--- src/rtl/apu_square_bank_if.sv ---
// apu_square_bank_if: register-write and frame-tick bus into the pulse bank, DAC-side outputs back.
//   aclk    APU clock enable (timers)
//   qframe  quarter-frame tick (envelopes)
//   hframe  half-frame tick (length counters)
//   we      register write strobe; waddr = {channel[2:0], reg[1:0]}, wdata = data
//   en_we   channel-enable write; wdata[NUM_CH-1:0] is the mask
//   lc_nz   per-channel length counter != 0
//   ch_out  per-channel 4-bit volume, channel i at [4i+3:4i]
//   mix     sum of all ch_out nibbles
interface apu_square_bank_if #(
    parameter int NUM_CH = 2,
    parameter int MIX_W  = 7
);
    logic                aclk, qframe, hframe, we, en_we;
    logic [4:0]          waddr;
    logic [7:0]          wdata;
    logic [NUM_CH-1:0]   lc_nz;
    logic [4*NUM_CH-1:0] ch_out;
    logic [MIX_W-1:0]    mix;
    modport master (output aclk, qframe, hframe, we, waddr, wdata, en_we, input lc_nz, ch_out, mix);
    modport slave  (input aclk, qframe, hframe, we, waddr, wdata, en_we, output lc_nz, ch_out, mix);
endinterface

--- src/rtl/apu_square_bank.sv ---
// apu_square_bank: NUM_CH pulse channels (timer, duty sequencer, envelope, length counter) behind one register window.
//   clk_i  system clock
//   rst_i  synchronous active-high reset
//   bus    apu_square_bank_if slave: ticks and register writes in, lc_nz/ch_out/mix out
module apu_square_bank #(
    parameter int NUM_CH  = 2,
    parameter int TIMER_W = 11,
    parameter int MIX_W   = 7
) (
    input logic              clk_i,
    input logic              rst_i,
    apu_square_bank_if.slave bus
);
    localparam logic [7:0] LEN_TABLE [32] = '{
        8'd10, 8'd254, 8'd20, 8'd2, 8'd40, 8'd4, 8'd80, 8'd6,
        8'd160, 8'd8, 8'd60, 8'd10, 8'd14, 8'd12, 8'd26, 8'd14,
        8'd12, 8'd16, 8'd24, 8'd18, 8'd48, 8'd20, 8'd96, 8'd22,
        8'd192, 8'd24, 8'd72, 8'd26, 8'd16, 8'd28, 8'd32, 8'd30
    };
    // bit n of each entry is the output level at duty step n
    localparam logic [7:0] DUTY_TAB [4] = '{8'b0000_0010, 8'b0000_0110, 8'b0001_1110, 8'b1111_1001};

    typedef struct packed {
        logic [1:0]         duty;
        logic               loop;
        logic               cnst;
        logic [3:0]         vol;
        logic [TIMER_W-1:0] period;
        logic [TIMER_W-1:0] timer;
        logic [2:0]         step;
        logic               start;
        logic [3:0]         div;
        logic [3:0]         decay;
        logic [7:0]         len;
    } ch_t;

    ch_t                 ch_q [NUM_CH];
    ch_t                 ch_d [NUM_CH];
    logic [NUM_CH-1:0]   en_q, en_d, lc_nz_q, lc_nz_d;
    logic [4*NUM_CH-1:0] ch_out_q, ch_out_d;
    logic [MIX_W-1:0]    mix_q, mix_d;
    logic [7:0]          wsel;

    // one-hot channel select; indices >= NUM_CH never match a channel
    assign wsel = bus.we ? 8'(1) << bus.waddr[4:2] : 8'd0;

    always_comb begin
        en_d     = bus.en_we ? bus.wdata[NUM_CH-1:0] : en_q;
        lc_nz_d  = '0;
        ch_out_d = '0;
        mix_d    = '0;
        for (int c = 0; c < NUM_CH; c++) begin
            ch_d[c] = ch_q[c];
            if (bus.aclk) begin
                if (ch_q[c].timer == '0) begin
                    ch_d[c].timer = ch_q[c].period;
                    ch_d[c].step  = ch_q[c].step + 3'd1;
                end else begin
                    ch_d[c].timer = ch_q[c].timer - TIMER_W'(1);
                end
            end
            if (bus.qframe) begin
                if (ch_q[c].start) begin
                    ch_d[c].start = 1'b0;
                    ch_d[c].decay = 4'd15;
                    ch_d[c].div   = ch_q[c].vol;
                end else if (ch_q[c].div == 4'd0) begin
                    ch_d[c].div   = ch_q[c].vol;
                    ch_d[c].decay = ch_q[c].decay != 4'd0 ? ch_q[c].decay - 4'd1 : (ch_q[c].loop ? 4'd15 : 4'd0);
                end else begin
                    ch_d[c].div = ch_q[c].div - 4'd1;
                end
            end
            if (bus.hframe && !ch_q[c].loop && ch_q[c].len != 8'd0)
                ch_d[c].len = ch_q[c].len - 8'd1;
            if (wsel[c]) begin
                case (bus.waddr[1:0])
                    2'd0: {ch_d[c].duty, ch_d[c].loop, ch_d[c].cnst, ch_d[c].vol} = bus.wdata;
                    2'd2: ch_d[c].period[7:0] = bus.wdata;
                    2'd3: begin
                        ch_d[c].period = (TIMER_W'(bus.wdata[2:0]) << 8) | TIMER_W'(ch_q[c].period[7:0]);
                        ch_d[c].step   = 3'd0;
                        ch_d[c].start  = 1'b1;
                        if (en_d[c]) ch_d[c].len = LEN_TABLE[bus.wdata[7:3]];
                    end
                    default: ;
                endcase
            end
            // a cleared enable bit beats any load in the same cycle
            if (!en_d[c]) ch_d[c].len = 8'd0;
            lc_nz_d[c] = ch_q[c].len != 8'd0;
            ch_out_d[4*c +: 4] = (ch_q[c].period < TIMER_W'(8) || ch_q[c].len == 8'd0 || !DUTY_TAB[ch_q[c].duty][ch_q[c].step])
                ? 4'd0 : (ch_q[c].cnst ? ch_q[c].vol : ch_q[c].decay);
            mix_d = mix_d + MIX_W'(ch_out_q[4*c +: 4]);
        end
    end

    always_ff @(posedge clk_i) begin
        if (rst_i) begin
            for (int c = 0; c < NUM_CH; c++) ch_q[c] <= '0;
            en_q     <= '0;
            lc_nz_q  <= '0;
            ch_out_q <= '0;
            mix_q    <= '0;
        end else begin
            ch_q     <= ch_d;
            en_q     <= en_d;
            lc_nz_q  <= lc_nz_d;
            ch_out_q <= ch_out_d;
            mix_q    <= mix_d;
        end
    end

    assign bus.lc_nz  = lc_nz_q;
    assign bus.ch_out = ch_out_q;
    assign bus.mix    = mix_q;
endmodule

--- src/flat_wrapper.sv ---
// flat-port wrapper written by rule: the top's interface ports become plain ports
module apu_square_bank_flat 
#(
    parameter int NUM_CH  = 2,
    parameter int TIMER_W = 11,
    parameter int MIX_W   = 7
)
  (clk_i, rst_i, bus_aclk, bus_qframe, bus_hframe, bus_we, bus_waddr, bus_wdata, bus_en_we, bus_lc_nz, bus_ch_out, bus_mix);
  apu_square_bank_if #(.NUM_CH(NUM_CH), .MIX_W(MIX_W)) bus_i ();
  input logic clk_i;
  input logic rst_i;
  input wire logic [$bits(bus_i.aclk)-1:0] bus_aclk;
  input wire logic [$bits(bus_i.qframe)-1:0] bus_qframe;
  input wire logic [$bits(bus_i.hframe)-1:0] bus_hframe;
  input wire logic [$bits(bus_i.we)-1:0] bus_we;
  input wire logic [$bits(bus_i.waddr)-1:0] bus_waddr;
  input wire logic [$bits(bus_i.wdata)-1:0] bus_wdata;
  input wire logic [$bits(bus_i.en_we)-1:0] bus_en_we;
  output wire logic [$bits(bus_i.lc_nz)-1:0] bus_lc_nz;
  output wire logic [$bits(bus_i.ch_out)-1:0] bus_ch_out;
  output wire logic [$bits(bus_i.mix)-1:0] bus_mix;
  assign bus_i.aclk = bus_aclk;
  assign bus_i.qframe = bus_qframe;
  assign bus_i.hframe = bus_hframe;
  assign bus_i.we = bus_we;
  assign bus_i.waddr = bus_waddr;
  assign bus_i.wdata = bus_wdata;
  assign bus_i.en_we = bus_en_we;
  assign bus_lc_nz = bus_i.lc_nz;
  assign bus_ch_out = bus_i.ch_out;
  assign bus_mix = bus_i.mix;
  apu_square_bank #(.NUM_CH(NUM_CH), .TIMER_W(TIMER_W), .MIX_W(MIX_W)) u_core (.clk_i(clk_i), .rst_i(rst_i), .bus(bus_i));
endmodule
--- config.mk ---
export PLATFORM = sky130hd
export DESIGN_NAME = apu_square_bank_flat
export DESIGN_NICKNAME = d
export VERILOG_FILES = /design/src/rtl/apu_square_bank_if.sv /design/src/rtl/apu_square_bank.sv /design/src/flat_wrapper.sv
export SDC_FILE = /design/constraint.sdc
export NUM_CORES = 1
export LEC_CHECK = 0
export BUFFER_PORTS_ARGS = -buffer_cell sky130_fd_sc_hd__buf_2
export CAP_MARGIN = 20
export CELL_PAD_IN_SITES_DETAIL_PLACEMENT = 0
export CELL_PAD_IN_SITES_GLOBAL_PLACEMENT = 2
export CORE_ASPECT_RATIO = 1.1
export CORE_MARGIN = 4
export CORE_UTILIZATION = 37
export DETAILED_ROUTE_END_ITERATION = 8
export HOLD_SLACK_MARGIN = 0.15
export PLACE_DENSITY = 0.84
export SKIP_CTS_REPAIR_TIMING = 1
export SLEW_MARGIN = 40
export SYNTH_ARGS = -nofsm -noshare
export SYNTH_HDL_FRONTEND = slang
export SYNTH_SLANG_ARGS = --single-unit
--- constraint.sdc ---
create_clock -name clk_i -period 2.3 [get_ports clk_i]
set_input_delay 0.23 -clock clk_i [delete_from_list [all_inputs] [get_ports clk_i]]
set_output_delay 0.23 -clock clk_i [all_outputs]
set_load 0.01 [all_outputs]
After elaboration in Yosys (flattened, before gate mapping):

Memories as Yosys holds them, arrays and structs flattened.
Index checks and enable logic that the tools add are counted.

* muxes and demuxes: 46
* $add $sub $neg: 11
* reduce and logical (&&, ||, !) cells: 38
* equal/unequal tests: 2
* magnitude comparators: 7
* bitwise operators: 7
* shift-type cells: 1

Operators with widths (count)
* 8-bit 2-to-1 mux: 14
* 4-bit 2-to-1 mux: 14
* 8-bit binary-select mux with 2-bit select: 2
* 8-bit case mux with 2 select lines: 2
* 11-bit zero test: 2
* 11-bit by 4-bit < comparator with 1-bit output, second input constant: 2
* 11-bit 2-to-1 mux: 2
* 11-bit by 8-bit OR with 11-bit output: 2
* 11-bit by 1-bit subtractor with 11-bit output, second input constant: 2
* 9-bit 2-to-1 mux: 2
* 8-bit zero test: 2
* 2-bit AND reduction: 8
* 8-bit nonzero test: 2
* 4-bit by 1-bit subtractor with 4-bit output, second input constant: 4
* 8-bit by 1-bit subtractor with 8-bit output, second input constant: 2
* 3-bit 2-to-1 mux: 4
* 4-bit zero test: 2
* 3-bit by 4-bit < comparator with 1-bit output, second input constant: 2
* 4-bit nonzero test: 2
* 2-bit OR reduction: 4
* 3-bit by 1-bit adder with 3-bit output, second input constant: 2
* 1-bit binary-select mux with 3-bit select: 2
* 3-bit >= comparator, second input constant: 2
* 6-bit >= comparator, second input constant: 1
* 13 further kinds: 29

* register bits: 119
* logic and storage cells: 142
* memories kept: 1
* ROM bits: 256

Memory list
* (name not given): words 32, width 8, rd ports 1, clocked after memory_dff 0, wr ports 0, line apu_square_bank.sv:84 `if (en_d[c]) ch_d[c].len = LEN_TABLE[bus.wdata[7:3]];`

Logic depth before layout (Yosys ltp):

* depth after elaboration: 9
* gate-level depth with buffers: 8
* depth with buffers taken out: 7

Worst setup path before layout:

OpenSTA, ideal clock, no wires.

* path type: flip-flop to flip-flop
* start point: reg u_core.ch_q[70] in the netlist's numbering
* end point: reg u_core.ch_q[77] in the netlist's numbering
* buffers on the path: 0
* period minus slack after synthesis: 1.889 ns
* data arrival time: 1.753 ns
* setup slack: 0.411 ns
* setup time: 0.136 ns
* stages on the path, launching flop included: 7
* path through: dfxtp_1 > inv_1 > ha_1 > or4b_4 > or4_4 > o21ai_0 > a221oi_2

* cells in the longest elaborated chain, start to end: 2
* elaborated cells between the ends (all ways): 3
* those cells by class: add/sub: 1; mux: 1; reduce/logical: 1

RTL lines
* start: declaration: line apu_square_bank.sv:37 `ch_t ch_q [NUM_CH];`
* start signal: assignment: line apu_square_bank.sv:106 `ch_q <= ch_d;`
* 11-bit by 1-bit subtractor with 11-bit output / 11-bit zero test (equally long branches): line apu_square_bank.sv:59, apu_square_bank.sv:55
* 11-bit 2-to-1 mux (*): line apu_square_bank.sv:55 `if (ch_q[c].timer == '0) begin`

Mark *: on every way between the ends. The rest lies on a longest branch, timed or not.
A chain may end at the register's enable or synchronous reset.

Final worst setup path:

Same ends and word-level chain as after synthesis.

==> results.yml <==
detailed_routing:
  dr.first_iter.drc_count: 255
  vias: 5257
  dr.pass1.iters: 4
  wl_per_cell_um: 15.43
  route.detailed.drc: 0
  drt-vias-per-instance: 5.359
  postRouteWirelength_um: 15130
  postRouteAntennaNets: 0
synth:
  syn_area_um2: 5979
  synth_edf_count: 0
  synth.top_cell.area_share_pct: 39.17
  yosysTopAreaCell: "dfxtp_1"
  ys.flop_type: "dfxtp_1"
  yosysMostFrequentCell: "dfxtp_1"
  netlist_top_cells_count: "dfxtp_1 (117), nand2_1 (89), a21oi_1 (77), nor2_1 (70), o21ai_0 (37)"
  ys_async_sr_fraction_pct: 0
  avgSynthCellArea_um2: 8.135
  ys_ff_latch: 117
  synthTopCellsByArea: "dfxtp_1 (39%), a21oi_1 (6.4%), nand2_1 (5.6%), ha_1 (5.0%), mux2i_1 (4.7%)"
  ys_seq_area_share_pct: 39.17
  netlist_instances: 735
  yosys_warnings: 0
  synth_cell_types: 67
floorplan:
  fp-row-count: 48
  coreArea_um2: 15800
  dieHeight_um: 141.3
  io_pins: 37
  initial_core_util_pct: 37.86
  dieArea_um2: 18260
  die_x_um: 129.2
global_routing:
  grt_pass1_wl_um: 25540
  use_met1_pct: 23.42
  grt_max_degree: 41
  grtUsageTotal_pct: 17.59
  gr-total-overflow: 0
  grt_pass1_vias: 5047
  grt_busiest_layer: "met2"
  met2_usage_pct: 27.27
  antenna_found_initial: 0
  met3_usage_pct: 4.255
clock_tree:
  clkSinkCount: 117
  cts_max_level: 4
  clk_pin_slew_ns: 0.06
  cts_buffer_depth: 2
  cts_root_buf: "clkbuf_16"
  cts_tree: "yes"
  cts_made_buffers: 17
  clkLatencyLatePin_ns: 0.42
timing:
  timing.hold.ws_ns: 0.1576
  drv_slew: 0
  worstMarginPinSlew_ns: 0.6187
  finalHoldViolCount: 0
  setup_viol: 0
  fmax_mhz: 495.1
  finClkSkew_ns: 0.005275
  rsz0062_at_grt: "no"
  period_minus_slack_ns: 2.020
  maxSlewHeadroom_pct: 58.32
  min_period_over_period_pct: 87.82
  tns_ns: 0
place:
  post_dp_cell_area_um2: 6360
  hpwl_um: 10990
  gp_congestion: 0.8353
  io_buffers: 34
worst_setup_path:
  critPathCaptureType: "flop"
  reg2reg_to: "u_core.ch_q[77]"
  critPathMaxFanout: 5
  cp.required_ns: 2.59
  worstSetupPathType: "reg -> reg"
  r2r_cells: 6
  worstReg2RegStart: "u_core.ch_q[70]"
  r2r_slack_ns: 0.28
  critPathLaunchType: "flop"
  crit_arrival_ns: 2.31
run_status:
  status: "finished clean"
final_layout:
  fill_cells: 1596
  area_growth_pct: 16.30
  seqCellArea_um2: 2342
  antenna_cells: 0
  multiInputGateArea_um2: 3357
  design_area_um2: 6954
  fin_nets: 813
  drive_gt1_share_pct: 12.16
power_and_ir_drop:
  powerDensity_nw_per_um2: 1110
  irDropWorstVdd_mv: 0.4865
  leakage_nw: 2.688
min_path:
  hp-class: "in -> reg"
  min_path_cells: 3
  min_from: "bus_wdata[2]"
  whs_endpoint: "u_core.ch_q[41]"
run:
  drv_cap: 0
layout make-up:
class | count | area share (%)
tap | 200 | 3.598
sequential | 117 | 33.68
clock buffer | 23 | 6.729
multi-input combinational | 548 | 48.27
clock inverter | 9 | 1.817
timing repair buffer | 48 | 3.958
inverter | 36 | 1.943
layer usage:
layer | vias to the layer above | wire length (um)
li1 | 2672 | -
met1 | 2471 | 7281
met2 | 89 | 6866
met3 | 25 | 591
met4 | 0 | 395
met5 | - | 0
cell families after synthesis:
family          synth area share (%)
other cells                  0.06271
compound gates                 17.45
buf+inv                        4.750
flops                          39.17
mux                            6.005
fa+ha+maj                      5.357
xor+xnor                       2.344
simple gates                   24.86
power by group:
part	internal, mW	leakage, nW	switching (mW)	total [mW]
Clock	1.75	0.291	0.927	2.68
Sequential	2.30	0.949	0.324	2.63
Combinational	1.08	1.45	1.32	2.41
registers in the layout, indices dropped and copies added (netlist names):
name               cells
u_core.bus.ch_out      8
u_core.bus.lc_nz       2
u_core.bus.mix         5
u_core.ch_q          100
u_core.en_q            2
worst max-delay path, stage by stage, from the launching register on:
cell and delay [ns]:
dfxtp_1 0.33, inv_1 0.08, ha_1 0.20, or4b_4 0.52, or4_4 0.48, o21ai_0 0.22, a221oi_2 0.08
worst max-delay path by stage:
stage / startpoint / to / slack (ns) / cells past startpoint
global route: u_core.ch_q[70] / u_core.ch_q[78] / 0.11 / 7
CTS: u_core.ch_q[70] / u_core.ch_q[78] / 0.28 / 7
global placement: u_core.ch_q[70] / u_core.ch_q[77] / 0.32 / 6
finish: u_core.ch_q[70] / u_core.ch_q[77] / 0.28 / 6
detailed placement: u_core.ch_q[70] / u_core.ch_q[77] / 0.29 / 6
floorplan: u_core.ch_q[70] / u_core.ch_q[77] / 0.41 / 6
layout by cell type (no fill, tap or decap), types with 4 or more instances in the layout:
cell type  count
dfxtp_1      117
nor3_1        31
nor2b_1       11
nand2_1       89
nand3_1       29
clkinv_2       4
xor2_1         8
a211oi_1      16
a21oi_1       77
buf_2         34
xnor2_1        8
mux2i_1       28
nand2b_1      15
o22ai_1       10
or3_1          6
clkbuf_1       4
o21ai_0       37
o211ai_1       7
nor2_1        70
buf_4         14
nor4_1        12
ha_1          24
nor3b_1        8
inv_1         35
clkbuf_16     17
through the flow:
| step | worst slack [ns] | util (%) | instances | total power, mW |
|---|---|---|---|---|
| final | 0.2801 | 44.03 | 981 | 7.717 |
| after global routing | 0.1106 | 44.03 | 981 | 8.299 |
| after CTS | 0.2845 | 44.03 | 981 | 7.779 |
| after detailed placement | 0.2868 | 40.26 | 949 | 5.076 |
| after global placement | 0.3201 | 40.26 | 949 | 5.008 |
| after floorplan | 0.4109 | - | 736 | 4.548 |
(Power assumes the default switching activity.)
